### src/rtl/order_pkg.sv
// Shared order definitions for the ITCH-style encoder and parser: field enums,
// message geometry, type characters and space-padded ASCII stock identifiers.
package order_pkg;

  localparam int unsigned REG_WIDTH = 32;
  localparam int unsigned NUM_WORDS = 9;
  localparam int unsigned IDX_W     = 4;

  typedef enum logic [1:0] {
    ORD_ADD     = 2'd0,
    ORD_CANCEL  = 2'd1,
    ORD_EXECUTE = 2'd2,
    ORD_ILLEGAL = 2'd3
  } order_t;

  typedef enum logic {
    TRADE_BUY  = 1'b0,
    TRADE_SELL = 1'b1
  } trade_t;

  typedef enum logic [1:0] {
    STK_AAPL  = 2'd0,
    STK_AMZN  = 2'd1,
    STK_GOOGL = 2'd2,
    STK_MSFT  = 2'd3
  } stock_t;

  localparam logic [7:0] CHAR_ADD     = 8'h41;
  localparam logic [7:0] CHAR_CANCEL  = 8'h44;
  localparam logic [7:0] CHAR_EXECUTE = 8'h45;

  localparam logic [63:0] ID_AAPL  = 64'h4141504C20202020;
  localparam logic [63:0] ID_AMZN  = 64'h414D5A4E20202020;
  localparam logic [63:0] ID_GOOGL = 64'h474F4F474C202020;
  localparam logic [63:0] ID_MSFT  = 64'h4D53465420202020;

  typedef struct packed {
    order_t      order_type;
    stock_t      symbol;
    trade_t      side;
    logic [31:0] order_id;
    logic [31:0] price;
    logic [31:0] quantity;
    logic [31:0] time_stamp;
    logic [15:0] locate;
    logic [15:0] tracking;
  } order_fields_t;

  typedef logic [NUM_WORDS-1:0][REG_WIDTH-1:0] msg_words_t;

  function automatic logic [63:0] stock_id(input stock_t s);
    unique case (s)
      STK_AAPL:  return ID_AAPL;
      STK_AMZN:  return ID_AMZN;
      STK_GOOGL: return ID_GOOGL;
      default:   return ID_MSFT;
    endcase
  endfunction

  function automatic logic [7:0] type_char(input order_t t);
    unique case (t)
      ORD_ADD:     return CHAR_ADD;
      ORD_CANCEL:  return CHAR_CANCEL;
      ORD_EXECUTE: return CHAR_EXECUTE;
      default:     return 8'h00;
    endcase
  endfunction

endpackage

### src/rtl/order_msg_packer.sv
// Combinational packing of one decoded order into the nine-word message layout.
module order_msg_packer
  import order_pkg::*;
(
  input  order_fields_t i_fields,
  output msg_words_t    o_words
);

  logic [63:0] sym_c;

  always_comb begin
    sym_c   = stock_id(i_fields.symbol);
    o_words = '0;

    o_words[0] = {i_fields.tracking[7:0], i_fields.locate, type_char(i_fields.order_type)};
    o_words[1] = {i_fields.time_stamp[23:0], i_fields.tracking[15:8]};
    o_words[2] = {i_fields.order_id[7:0], 16'h0000, i_fields.time_stamp[31:24]};
    o_words[3] = {8'h00, i_fields.order_id[31:8]};

    // Body layout differs per type; the stock ID floats to different byte offsets.
    unique case (i_fields.order_type)
      ORD_ADD: begin
        o_words[4] = {7'h00, (i_fields.side == TRADE_SELL), 24'h000000};
        o_words[5] = i_fields.quantity;
        o_words[6] = sym_c[31:0];
        o_words[7] = sym_c[63:32];
        o_words[8] = i_fields.price;
      end
      ORD_CANCEL: begin
        o_words[4] = {sym_c[7:0], 24'h000000};
        o_words[5] = sym_c[39:8];
        o_words[6] = {8'h00, sym_c[63:40]};
      end
      ORD_EXECUTE: begin
        o_words[4] = {i_fields.quantity[7:0], 24'h000000};
        o_words[5] = {sym_c[7:0], i_fields.quantity[31:8]};
        o_words[6] = sym_c[39:8];
        o_words[7] = {8'h00, sym_c[63:40]};
      end
      default: ;
    endcase
  end

endmodule

### src/rtl/order_msg_encoder.sv
// Accepts one order, buffers its packed message and streams nine words out
// under valid/ready backpressure; illegal order types are dropped with o_err.
module order_msg_encoder
  import order_pkg::*;
(
  input  logic        i_clk,
  input  logic        i_rst_n,
  input  logic        i_valid,
  output logic        o_ready,
  input  logic [1:0]  i_order_type,
  input  logic [1:0]  i_stock_symbol,
  input  logic        i_trade_type,
  input  logic [31:0] i_order_id,
  input  logic [31:0] i_price,
  input  logic [31:0] i_quantity,
  input  logic [31:0] i_time,
  input  logic [15:0] i_locate_code,
  input  logic [15:0] i_tracking_number,
  output logic [31:0] o_word,
  output logic        o_word_valid,
  input  logic        i_word_ready,
  output logic [3:0]  o_word_idx,
  output logic        o_last,
  output logic        o_err
);

  localparam logic [IDX_W-1:0] LAST_IDX = IDX_W'(NUM_WORDS - 1);

  typedef enum logic {ST_IDLE, ST_SEND} state_t;

  state_t               state_q, state_d;
  msg_words_t           buf_q, buf_d;
  logic [IDX_W-1:0]     idx_q, idx_d;
  logic [REG_WIDTH-1:0] word_q, word_d;
  logic                 valid_q, valid_d;
  logic                 ready_q, ready_d;
  logic                 last_q, last_d;
  logic                 err_q, err_d;

  order_fields_t    fields_c;
  msg_words_t       packed_c;
  logic [IDX_W-1:0] idx_inc_c;

  always_comb begin
    fields_c.order_type = order_t'(i_order_type);
    fields_c.symbol     = stock_t'(i_stock_symbol);
    fields_c.side       = trade_t'(i_trade_type);
    fields_c.order_id   = i_order_id;
    fields_c.price      = i_price;
    fields_c.quantity   = i_quantity;
    fields_c.time_stamp = i_time;
    fields_c.locate     = i_locate_code;
    fields_c.tracking   = i_tracking_number;
  end

  order_msg_packer u_packer (
    .i_fields (fields_c),
    .o_words  (packed_c)
  );

  assign idx_inc_c = IDX_W'(idx_q + IDX_W'(1));

  always_comb begin
    state_d = state_q;
    buf_d   = buf_q;
    idx_d   = idx_q;
    word_d  = word_q;
    valid_d = valid_q;
    ready_d = ready_q;
    last_d  = last_q;
    err_d   = 1'b0;

    unique case (state_q)
      ST_IDLE: begin
        if (i_valid) begin
          if (order_t'(i_order_type) == ORD_ILLEGAL) begin
            err_d = 1'b1;
          end else begin
            buf_d   = packed_c;
            idx_d   = '0;
            word_d  = packed_c[0];
            valid_d = 1'b1;
            ready_d = 1'b0;
            last_d  = 1'b0;
            state_d = ST_SEND;
          end
        end
      end
      ST_SEND: begin
        // Without a beat every output register simply holds.
        if (i_word_ready) begin
          if (idx_q == LAST_IDX) begin
            idx_d   = '0;
            word_d  = '0;
            valid_d = 1'b0;
            ready_d = 1'b1;
            last_d  = 1'b0;
            state_d = ST_IDLE;
          end else begin
            idx_d  = idx_inc_c;
            word_d = buf_q[idx_inc_c];
            last_d = (idx_inc_c == LAST_IDX);
          end
        end
      end
      default: state_d = ST_IDLE;
    endcase
  end

  always_ff @(posedge i_clk or negedge i_rst_n) begin
    if (!i_rst_n) begin
      state_q <= ST_IDLE;
      buf_q   <= '0;
      idx_q   <= '0;
      word_q  <= '0;
      valid_q <= 1'b0;
      ready_q <= 1'b1;
      last_q  <= 1'b0;
      err_q   <= 1'b0;
    end else begin
      state_q <= state_d;
      buf_q   <= buf_d;
      idx_q   <= idx_d;
      word_q  <= word_d;
      valid_q <= valid_d;
      ready_q <= ready_d;
      last_q  <= last_d;
      err_q   <= err_d;
    end
  end

  assign o_ready      = ready_q;
  assign o_word       = word_q;
  assign o_word_valid = valid_q;
  assign o_word_idx   = idx_q;
  assign o_last       = last_q;
  assign o_err        = err_q;

endmodule

### config.mk
export PLATFORM = sky130hd
export DESIGN_NAME = order_msg_encoder
export DESIGN_NICKNAME = d
export VERILOG_FILES = /design/src/rtl/order_pkg.sv /design/src/rtl/order_msg_packer.sv /design/src/rtl/order_msg_encoder.sv
export SDC_FILE = /design/constraint.sdc
export NUM_CORES = 1
export LEC_CHECK = 0
export CAP_MARGIN = 15
export CORE_MARGIN = 2
export CORE_UTILIZATION = 30
export DETAILED_ROUTE_END_ITERATION = 7
export SLEW_MARGIN = 40
export SYNTH_ARGS = -nofsm -noshare
export SYNTH_HDL_FRONTEND = slang
export SYNTH_SLANG_ARGS = --single-unit
### constraint.sdc
create_clock -name i_clk -period 4.66 [get_ports i_clk]
set_input_delay 0.466 -clock i_clk [delete_from_list [all_inputs] [get_ports i_clk]]
set_output_delay 0.466 -clock i_clk [all_outputs]
set_load 0.05 [all_outputs]
[Word-level counts from Yosys, hierarchy flattened]
Cells that the tools add are included.
Word-level totals
  flip-flop bits (word level): 305
  input bits: 169
  output and inout port bits: 40
  logic and storage cells: 74
Cells by class
  add/subtract/negate cells: 1
  $lt $le $gt $ge: 1
  equality and inequality tests: 11
  muxes and demuxes: 38
  bitwise logic cells: 2
  reductions and logical operators: 5
Operators with widths (number)
  one-hot mux 96 bit (3 select lines): 1
  2-to-1 mux 32 bit: 6
  one-hot mux 60 bit (3 select lines): 1
  binary-select mux 32 bit (select 4 bit): 1
  one-hot mux 32 bit (2 select lines): 1
  one-hot mux 31 bit (2 select lines): 1
  one-hot mux 7 bit (3 select lines): 1
  2-to-1 mux 1 bit: 17
  2-to-1 mux 4 bit: 4
  == test 4 bit (second input constant): 2
  one-hot mux 1 bit (2 select lines): 4
  one-hot mux 4 bit (2 select lines): 1
  == test 2 bit (second input constant): 3
  inequality test 2 bit (second input constant): 3
  AND reduction 3 bit: 2
  less-than comparator 4 x 5 -> 1 bit (second input constant): 1
  adder 4 x 1 -> 4 bit (second input constant): 1
  == test 2 x 1 -> 1 bit (second input constant): 2
  zero test 2 bit: 2
  AND reduction 4 bit: 1
  inequality test 2 x 1 -> 1 bit (second input constant): 1
  inverter 1 bit: 2

[Longest topological paths before layout]
Gate-level depths: netlist of the first run.
  depth in word-level cells: 6
  gate-level depth with buffers: 12
  mapped depth without buffers: 7

[Cells and area by module]
From an unflattened synthesis of the first run, not the netlist that was laid out.
Unflattened totals
  cell total of the unflattened synthesis: 1983
  area total of the unflattened synthesis: 17115.2 um^2
Modules (own cells, without submodules)
  order_msg_encoder: times used 1, cells each 1630, area an instance 14662.8 um^2, sequential area each 8234.1 um^2
  order_msg_packer: times used 1, cells each 353, area an instance 2452.4 um^2, sequential area each 0.0 um^2

[Worst setup path after synthesis of the first run]
Ideal clock, no wire load.
  kind: reg-to-reg
  start: register idx_q[0] (netlist: o_word_idx[0])
  end: register word_q[28] (netlist: o_word[28])
  setup time: 0.131 ns
  data arrival time: 2.954 ns
  required time: 4.529 ns
  setup slack: 1.574 ns
  stages on the path, launching flop included: 11
  buffers on the path: 3
  clock period less this slack: 3.086 ns
  cells stage by stage: dfrtp_1 > buf_2 > inv_1 > clkbuf_1 > ha_1 > clkbuf_1 > mux2_2 > a221oi_1 > nor2_1 > a222oi_1 > nand2_1
Between the ends
  word-level cells in the longest chain between the ends: 6
  elaborated cells between the ends (all ways): 7
  classes of those cells: add/sub: 1; eq/ne: 1; mux: 5
Ends and longest elaborated chain
  start: declaration: RTL line order_msg_encoder.sv:33  | logic [IDX_W-1:0] idx_q, idx_d;
  start signal: assignment: RTL line order_msg_encoder.sv:123  | idx_q <= idx_d;
  adder 4 x 1 -> 4 bit: RTL line order_msg_encoder.sv:61  | assign idx_inc_c = IDX_W'(idx_q + IDX_W'(1));
  binary-select mux 32 bit (select 4 bit): RTL line order_msg_encoder.sv:101  | word_d = buf_q[idx_inc_c];
  2-to-1 mux 32 bit (implied by the code): RTL line order_msg_encoder.sv:101
  2-to-1 mux 32 bit (*): RTL line order_msg_encoder.sv:92  | if (idx_q == LAST_IDX) begin
  2-to-1 mux 32 bit (*): RTL line order_msg_encoder.sv:91  | if (i_word_ready) begin
  one-hot mux 32 bit (2 select lines) (*): RTL line order_msg_encoder.sv:73  | unique case (state_q)
  end signal: assignment: RTL line order_msg_encoder.sv:124  | word_q <= word_d;
  end: declaration: RTL line order_msg_encoder.sv:34  | logic [REG_WIDTH-1:0] word_q, word_d;
Every way passes the cells marked *; elsewhere a longest branch is shown, timed or not. The select of a mux whose other input is x is not followed.
A chain may end at the register's enable or synchronous reset.

[Final worst setup path of the first run]
  start: register idx_q[1] (netlist: o_word_idx[1])
  end: register word_q[11] (netlist: o_word[11])
The elaborated chain is that of the path after synthesis.

==> qor.csv, run 1 <==
metric,value,unit
Final HPWL DP,30.9,mm
most frequent cells in the layout,"465 x nand2_1, 246 x dfrtp_1, 207 x clkdlybuf4s50_1",
Internal Dissipation,6190,µW
final setup fails,0,
"EDFF count, synth",0,
Max Slew Vio Count,0,
total global routing overflow,0,
"worst slack, placed",1.33,ns
GR Util met1,26.9,%
antenna fix cells,0,
Core Rows,71,
Fin Hold WS,0.367,ns
Layout Nets,1602,
worst endpoint required time,5.14,ns
area grow syn2layout,31.5,%
Relative slew margins,48.4,%
DRT Wirelength,42.1,mm
Vias/cell,5.20,
chip width,200,µm
post-synth top area cell,dfrtp_1,
Max VDD drop,0.000344,V
Synth Area in Compound Gates,14.4,%
GRT Max-Usage Layer,met2,
Flop pwr share,34.8,%
die extent in y,200,µm
clock sinks,247,
Syn Inst Count,1248,
most common flop cell mapped by yosys,dfrtp_1,
clock group share of total power,21.9,%
total CTS buffers,29,
CP Max Fanout,36,
GP Congestion,0.912,
Wirelength per Cell,21.6,µm
final setup TNS,0,ns
Post-synth ARST share,100,%
crit path time final,2.91,ns
starting DRC count in detailed routing,1004,
synthesized area,0.0115,mm²
CP Capture Type,register,
Fin. Hold Viols,0,
routing usage on met2,34.4,%
Yosys cell types,55,
P_leak,0.00719,µW
combinational share of power,43.3,%
fin area,0.0152,mm²
H-tree depth,1,
Post-Synth XOR/XNOR Area,0.303,%
Top Ports,209,
DRT Pass-1 Iters,7,
starting density of the core,30.6,%
status,completed,
share of cells above drive strength 1,8.12,%
CTS tree,built,
hold crit path type,in2async,
Post-Synth Simple-Gate Area,20.3,%
sequential-to-total area share from yosys stat,53.5,%
Clock Skews,0.0312,ns
total track usage,20.6,%
max-cap violation count,0,
Yosys reg bits,247,
net switching power,4350,µW
fin crit share,62.5,%
DRC errors left,0,
Core ar.,0.0378,mm²
Worst-Skew Late Latency,0.57,ns
mux cell area share after synthesis,5.70,%
Max Root-Sink Buffers,3,
final worst slack,1.75,ns
"most used cell, CP",o211ai_1,
WS Path Type,reg2reg,
max incr delay on CP,0.73,ns
synthesized area per cell,9.25,µm²
post-CTS sizing,0,
Post-CTS Setup Inserts,0,
clock slew at reported path FFs,0.06,ns
crit path launch type,register,
top cell type's share of synthesized area,53.3,%
post-synthesis adder-cell area fraction,1.41,%
syn_nets,1430,
"Slowest-stage cell, CP",and2_1,
switching share of power,41.3,%
Yosys warnings,0,
post-route ant nets,0,
Root Driver,clkbuf_16,
Die Area,0.0401,mm²
number of I/O port buffers,208,
vias in the first global route,10414,
slew at the pin closest to its max-slew limit,0.773,ns
largest family of logic cells by synthesized area,simple AND/OR/NAND/NOR gates,
critical path arrival,3.40,ns
first-pass GRT wire length,63.6,mm
critical path cell sequence,inv_1 -> ha_4 -> and2_1 -> nand2_1 -> o211ai_1 -> a32oi_1 -> o211ai_1,
vias,10152,
"most common cell after layout, fill and taps aside",nand2_1,
placed cell areas,0.0142,mm²
initial antenna violation count,1,
RSZ-0062 raised after global routing,no,
power density cells,694,mW/mm²
Achievable Freq,0.343,GHz
met3 Track Usage GR,3.76,%
largest net degree at the start of global routing,139,
top cells by area in the synthesized netlist,"dfrtp_1 53%, nand2_1 15%, a222oi_1 2.7%",
-- synthesized netlist by cell type (2+ instances only) --
cell type and count:
o211ai_1 15, nor2_1 32, buf_2 14, mux2i_1 23, xor2_1 2, a222oi_1 31
a21o_1 4, mux4_2 6, nand3_1 50, a22o_1 8, o21ai_1 3, buf_1 4
nand2_1 465, o2111ai_1 7, and2_1 4, nand4b_1 2, o21ai_0 53, xnor2_1 2
nor3b_1 4, o31ai_1 6, inv_1 29, a22oi_1 9, a211oi_1 3, nor3_1 5
a311oi_1 2, nor2b_1 5, clkbuf_1 73, o2bb2ai_1 2, buf_4 3, nand2b_1 6
a221o_1 14, ha_1 13, mux2_2 26, a31oi_1 18, a21oi_1 22, a32oi_1 8
dfrtp_1 246, a221oi_1 12
-- sequential cells by signal, summed over array words and instances, names as in the netlist --
signal,cells
state_q,1
o_word_valid,1
o_word_idx,4
o_err,1
o_last,1
o_word,32
o_ready,1
buf_q,206
-- cells by family after synthesis --
logic type / count (synthesis)
and+or+nand+nor: 580
muxes: 55
AOI/OAI and AO/OA: 225
xor gates and xnor gates: 4
DFF: 247
adders and majority gates: 13
buffers and inverters: 124
-- layout make-up --
| type | count | area, µm² |
|---|---|---|
| tap | 511 | 639 |
| fill | 3734 | 22600 |
| clock buffer | 41 | 831 |
| timing repair buffer | 236 | 2370 |
| multi-input combinational | 877 | 4900 |
| clock inverter | 11 | 136 |
| sequential | 247 | 6180 |
| inverter | 29 | 109 |
-- stage by stage --
step                      total power [µW]  utilization [%]  cells
final                                10500             40.2   1952
after global routing                 11100             40.2   1952
after CTS                            10600             40.2   1952
after detailed placement              8240             37.6   1899
after global placement                8140             37.4   1895
after floorplan                       6390                -   1248
-- layer usage --
metal / part of all wire [%] / up-vias
li1: - / 4642
met1: 41 / 5000
met2: 48 / 435
met3: 7.8 / 73
met4: 3.4 / 2
met5: 0.031 / -
-- critical path, delay by kind of cell (launching register included) --
kind | cells | cell delay, ns
AO/OA/AOI/OAI | 3 | 0.59
flip-flops | 1 | 0.46
AND/OR/NAND/NOR | 2 | 0.95
adder cells (fa/ha/maj) | 1 | 0.67
buffers and inverters | 1 | 0.12
-- power groups by stage --
stage                     sequential [µW]  clock, µW  combinational, µW
final                                3670       2310               4560
after global placement               3660          0               4480
after detailed placement             3690          0               4550
after global routing                 3760       2430               4910
after CTS                            3660       2330               4570
after floorplan                      3820          0               2570
-- final timing paths --
check,slack [ns],depth (start not counted),startpoint,end
worst max-delay path,1.75,7,o_word_idx[1],o_word[11]
worst min-delay path,0.37,2,i_rst_n,buf_q[218]
worst max register to register,1.75,7,o_word_idx[1],o_word[11]
worst min register to register,0.47,2,buf_q[278],buf_q[278]
max in group asynchronous,3.10,4,i_rst_n,buf_q[24]
min in group i_clk,0.43,3,i_order_id[5],buf_q[93]
-- what timing repair did --
item / 4_1_cts / 5_1_grt
endpoints found under the setup margin: 0 / 0
hold buffers: 1 / 0
hold endpoints to repair: 28 / 0
Note: power is estimated with default switching activity, not from simulation.
==> run 2, diff against run 1 <==
==> constraint.sdc (replaced) <==
create_clock -name i_clk -period 2.9 [get_ports i_clk]
set_input_delay 0.29 -clock i_clk [delete_from_list [all_inputs] [get_ports i_clk]]
set_output_delay 0.29 -clock i_clk [all_outputs]
set_load 0.05 [all_outputs]
==> run 2 against run 1 <==
  * Critical path depth up 1
  * Clock power up 64%
  * Routed wire length up 3.0%
  * Register-to-register slack worse by 1.5 ns
  * First-iteration DRC count up 14%
  * Non-clock buffer count up 17
  * Core utilization up 0.56 points
  * Sequential power up 64%
  * Flip-flop and latch count unchanged
  * Clock-buffer cell count down 1
  * Sequential share of layout area down 0.55 points
==> qor.csv, run 2 (synthesis gave the netlist of run 1 again) <==
metric,value,unit,change
status,completed,,
vias in the first global route,10497,,+0.80%
area grow syn2layout,33.3,%,
largest net degree at the start of global routing,107,,-23%
H-tree depth,1,,unchanged
total CTS buffers,29,,unchanged
Vias/cell,5.19,,-0.19%
number of I/O port buffers,208,,unchanged
crit path launch type,register,,
fin crit share,90.3,%,+28 points
Post-CTS Setup Inserts,0,,unchanged
power density cells,1120,mW/mm²,+62%
CP Max Fanout,7,,-81%
"most common cell after layout, fill and taps aside",nand2_1,,
max incr delay on CP,0.48,ns,-0.25 ns
Fin. Hold Viols,0,,unchanged
CP Capture Type,register,,
Max Slew Vio Count,0,,unchanged
max-cap violation count,0,,unchanged
critical path cell sequence,inv_1 -> ha_2 -> buf_4 -> mux2_2 -> a22oi_1 -> a211oi_1 -> a21oi_1 -> o211ai_1,,
max reg flops,206,,unchanged
Layout Nets,1619,,+1.1%
Worst-Skew Late Latency,0.56,ns,about the same
CTS tree,built,,
Relative slew margins,48.0,%,-0.42 points
Largest Register,buf_q,,
"Slowest-stage cell, CP",ha_2,,
Top Ports,209,,unchanged
area occupied by multi-input gates,0.00490,mm²,about the same
die extent in y,200,µm,unchanged
crit path time final,2.62,ns,-0.296 ns
starting density of the core,30.6,%,unchanged
Final HPWL DP,32.2,mm,+4.3%
Achievable Freq,0.382,GHz,+11%
DRT Wirelength,43.3,mm,+3.0%
share of cells above drive strength 1,9.59,%,+1.5 points
most frequent cells in the layout,"465 x nand2_1, 245 x dfrtp_1, 207 x clkdlybuf4s50_1",,
Max VDD drop,0.000492,V,+43%
slew at the pin closest to its max-slew limit,0.772,ns,-0.00191 ns
DRT Pass-1 Iters,6,,-1
placed cell areas,0.0144,mm²,+1.2%
Clock Skews,0.0229,ns,-0.00832 ns
total track usage,21.3,%,+0.75 points
Worst Path Buf+Inv,2,,+1
Seq. cell area,0.00618,mm²,about the same
final setup fails,0,,unchanged
hold crit path type,in2reg,,
Wirelength per Cell,22.0,µm,+2.0%
critical path arrival,3.05,ns,-0.35 ns
post-route ant nets,0,,unchanged
chip width,200,µm,unchanged
antenna fix cells,0,,unchanged
Core Rows,71,,unchanged
first-pass GRT wire length,65.5,mm,+2.9%
GP Congestion,0.967,,+6.0%
vias,10231,,+0.78%
final setup TNS,0,ns,unchanged
Max Root-Sink Buffers,3,,unchanged
clock sinks,247,,unchanged
WS Path Type,reg2reg,,
initial antenna violation count,1,,unchanged
starting DRC count in detailed routing,1148,,+14%
DRC errors left,0,,unchanged
"CP delay by family, top",compound AO/OA/AOI/OAI gates,,
RSZ-0062 raised after global routing,no,,
post-CTS sizing,0,,unchanged
clock slew at reported path FFs,0.06,ns,about the same
fin area,0.0154,mm²,+1.4%
total global routing overflow,0,,unchanged
P_leak,0.00731,µW,+1.7%
worst endpoint required time,3.33,ns,-1.81 ns
Core ar.,0.0378,mm²,unchanged
# fillers,3734,,unchanged
Root Driver,clkbuf_16,,
Die Area,0.0401,mm²,unchanged
==> run 2: cell types whose count changed in the layout (fill, tap and decap cells not counted), sizes merged <==
cell / previous run / this run
buf: 28 / 45
clkinvlp: 1 / 2
clkbuf: 41 / 40
clkinv: 6 / 8
==> run 2: repair_timing <==
action                                  CTS  global route
endpoints found under the setup margin    0             0
hold endpoints to repair                 57             0
hold buffers                              1             0
==> run 2: worst paths after layout <==
check	from	end	slack (ns)	depth (start not counted)
worst min register to register	buf_q[221]	buf_q[221]	0.47	2
worst min-delay path	i_order_id[13]	buf_q[101]	0.26	3
worst max register to register	o_word_idx[1]	o_word[30]	0.28	8
min in group asynchronous	i_rst_n	buf_q[186]	0.28	2
worst max-delay path	o_word_idx[1]	o_word[30]	0.28	8
max in group asynchronous	i_rst_n	o_word[21]	1.75	3
==> run 2: power breakdown <==
| part | internal [µW] | total [µW] | switching, µW |
|---|---|---|---|
| clock | 2300 | 3790 | 1490 |
| combinational | 3020 | 7480 | 4460 |
| sequential | 4860 | 6030 | 1170 |
| total | 10200 | 17300 | 7120 |
==> run 2: worst register-to-register path, delay by kind of cell, from the launching register on <==
| kind | cells | cell delay, ns |
|---|---|---|
| buffers and inverters | 2 | 0.33 |
| muxes | 1 | 0.38 |
| AOI/OAI and AO/OA | 4 | 0.86 |
| DFF | 1 | 0.45 |
| adders and majority gates | 1 | 0.48 |
==> run 2: layout make-up <==
class	count	area share, %
Sequential cell	247	40.2
Multi-Input combinational cell	877	31.9
Timing Repair Buffer	253	16.6
Clock buffer	40	5.51
Tap cell	511	4.16
Clock inverter	14	1.00
Inverter	29	0.707
==> run 2: through the flow <==
step                hold WS, ns  util [%]  setup WS [ns]  cells  power (µW)
finish                    0.259      40.8          0.282   1971       17300
detailed placement        0.275      38.1          0.239   1916       13500
global placement          0.273      38.1          0.311   1916       13400
CTS                       0.251      40.8          0.327   1971       17300
floorplan              -0.00559         -         0.0830   1248       10300
global route              0.278      40.8          0.176   1971       18200
==> run 2: metal layers <==
| layer | part of all wire, % | routed length (µm) | GRT usage (%) |
|---|---|---|---|
| met4 | 4.2 | 1840 | 8.05 |
| met3 | 7.8 | 3400 | 4.69 |
| met5 | 0.035 | 15 | 0 |
| met2 | 47 | 20500 | 34.8 |
| met1 | 41 | 17600 | 27.6 |
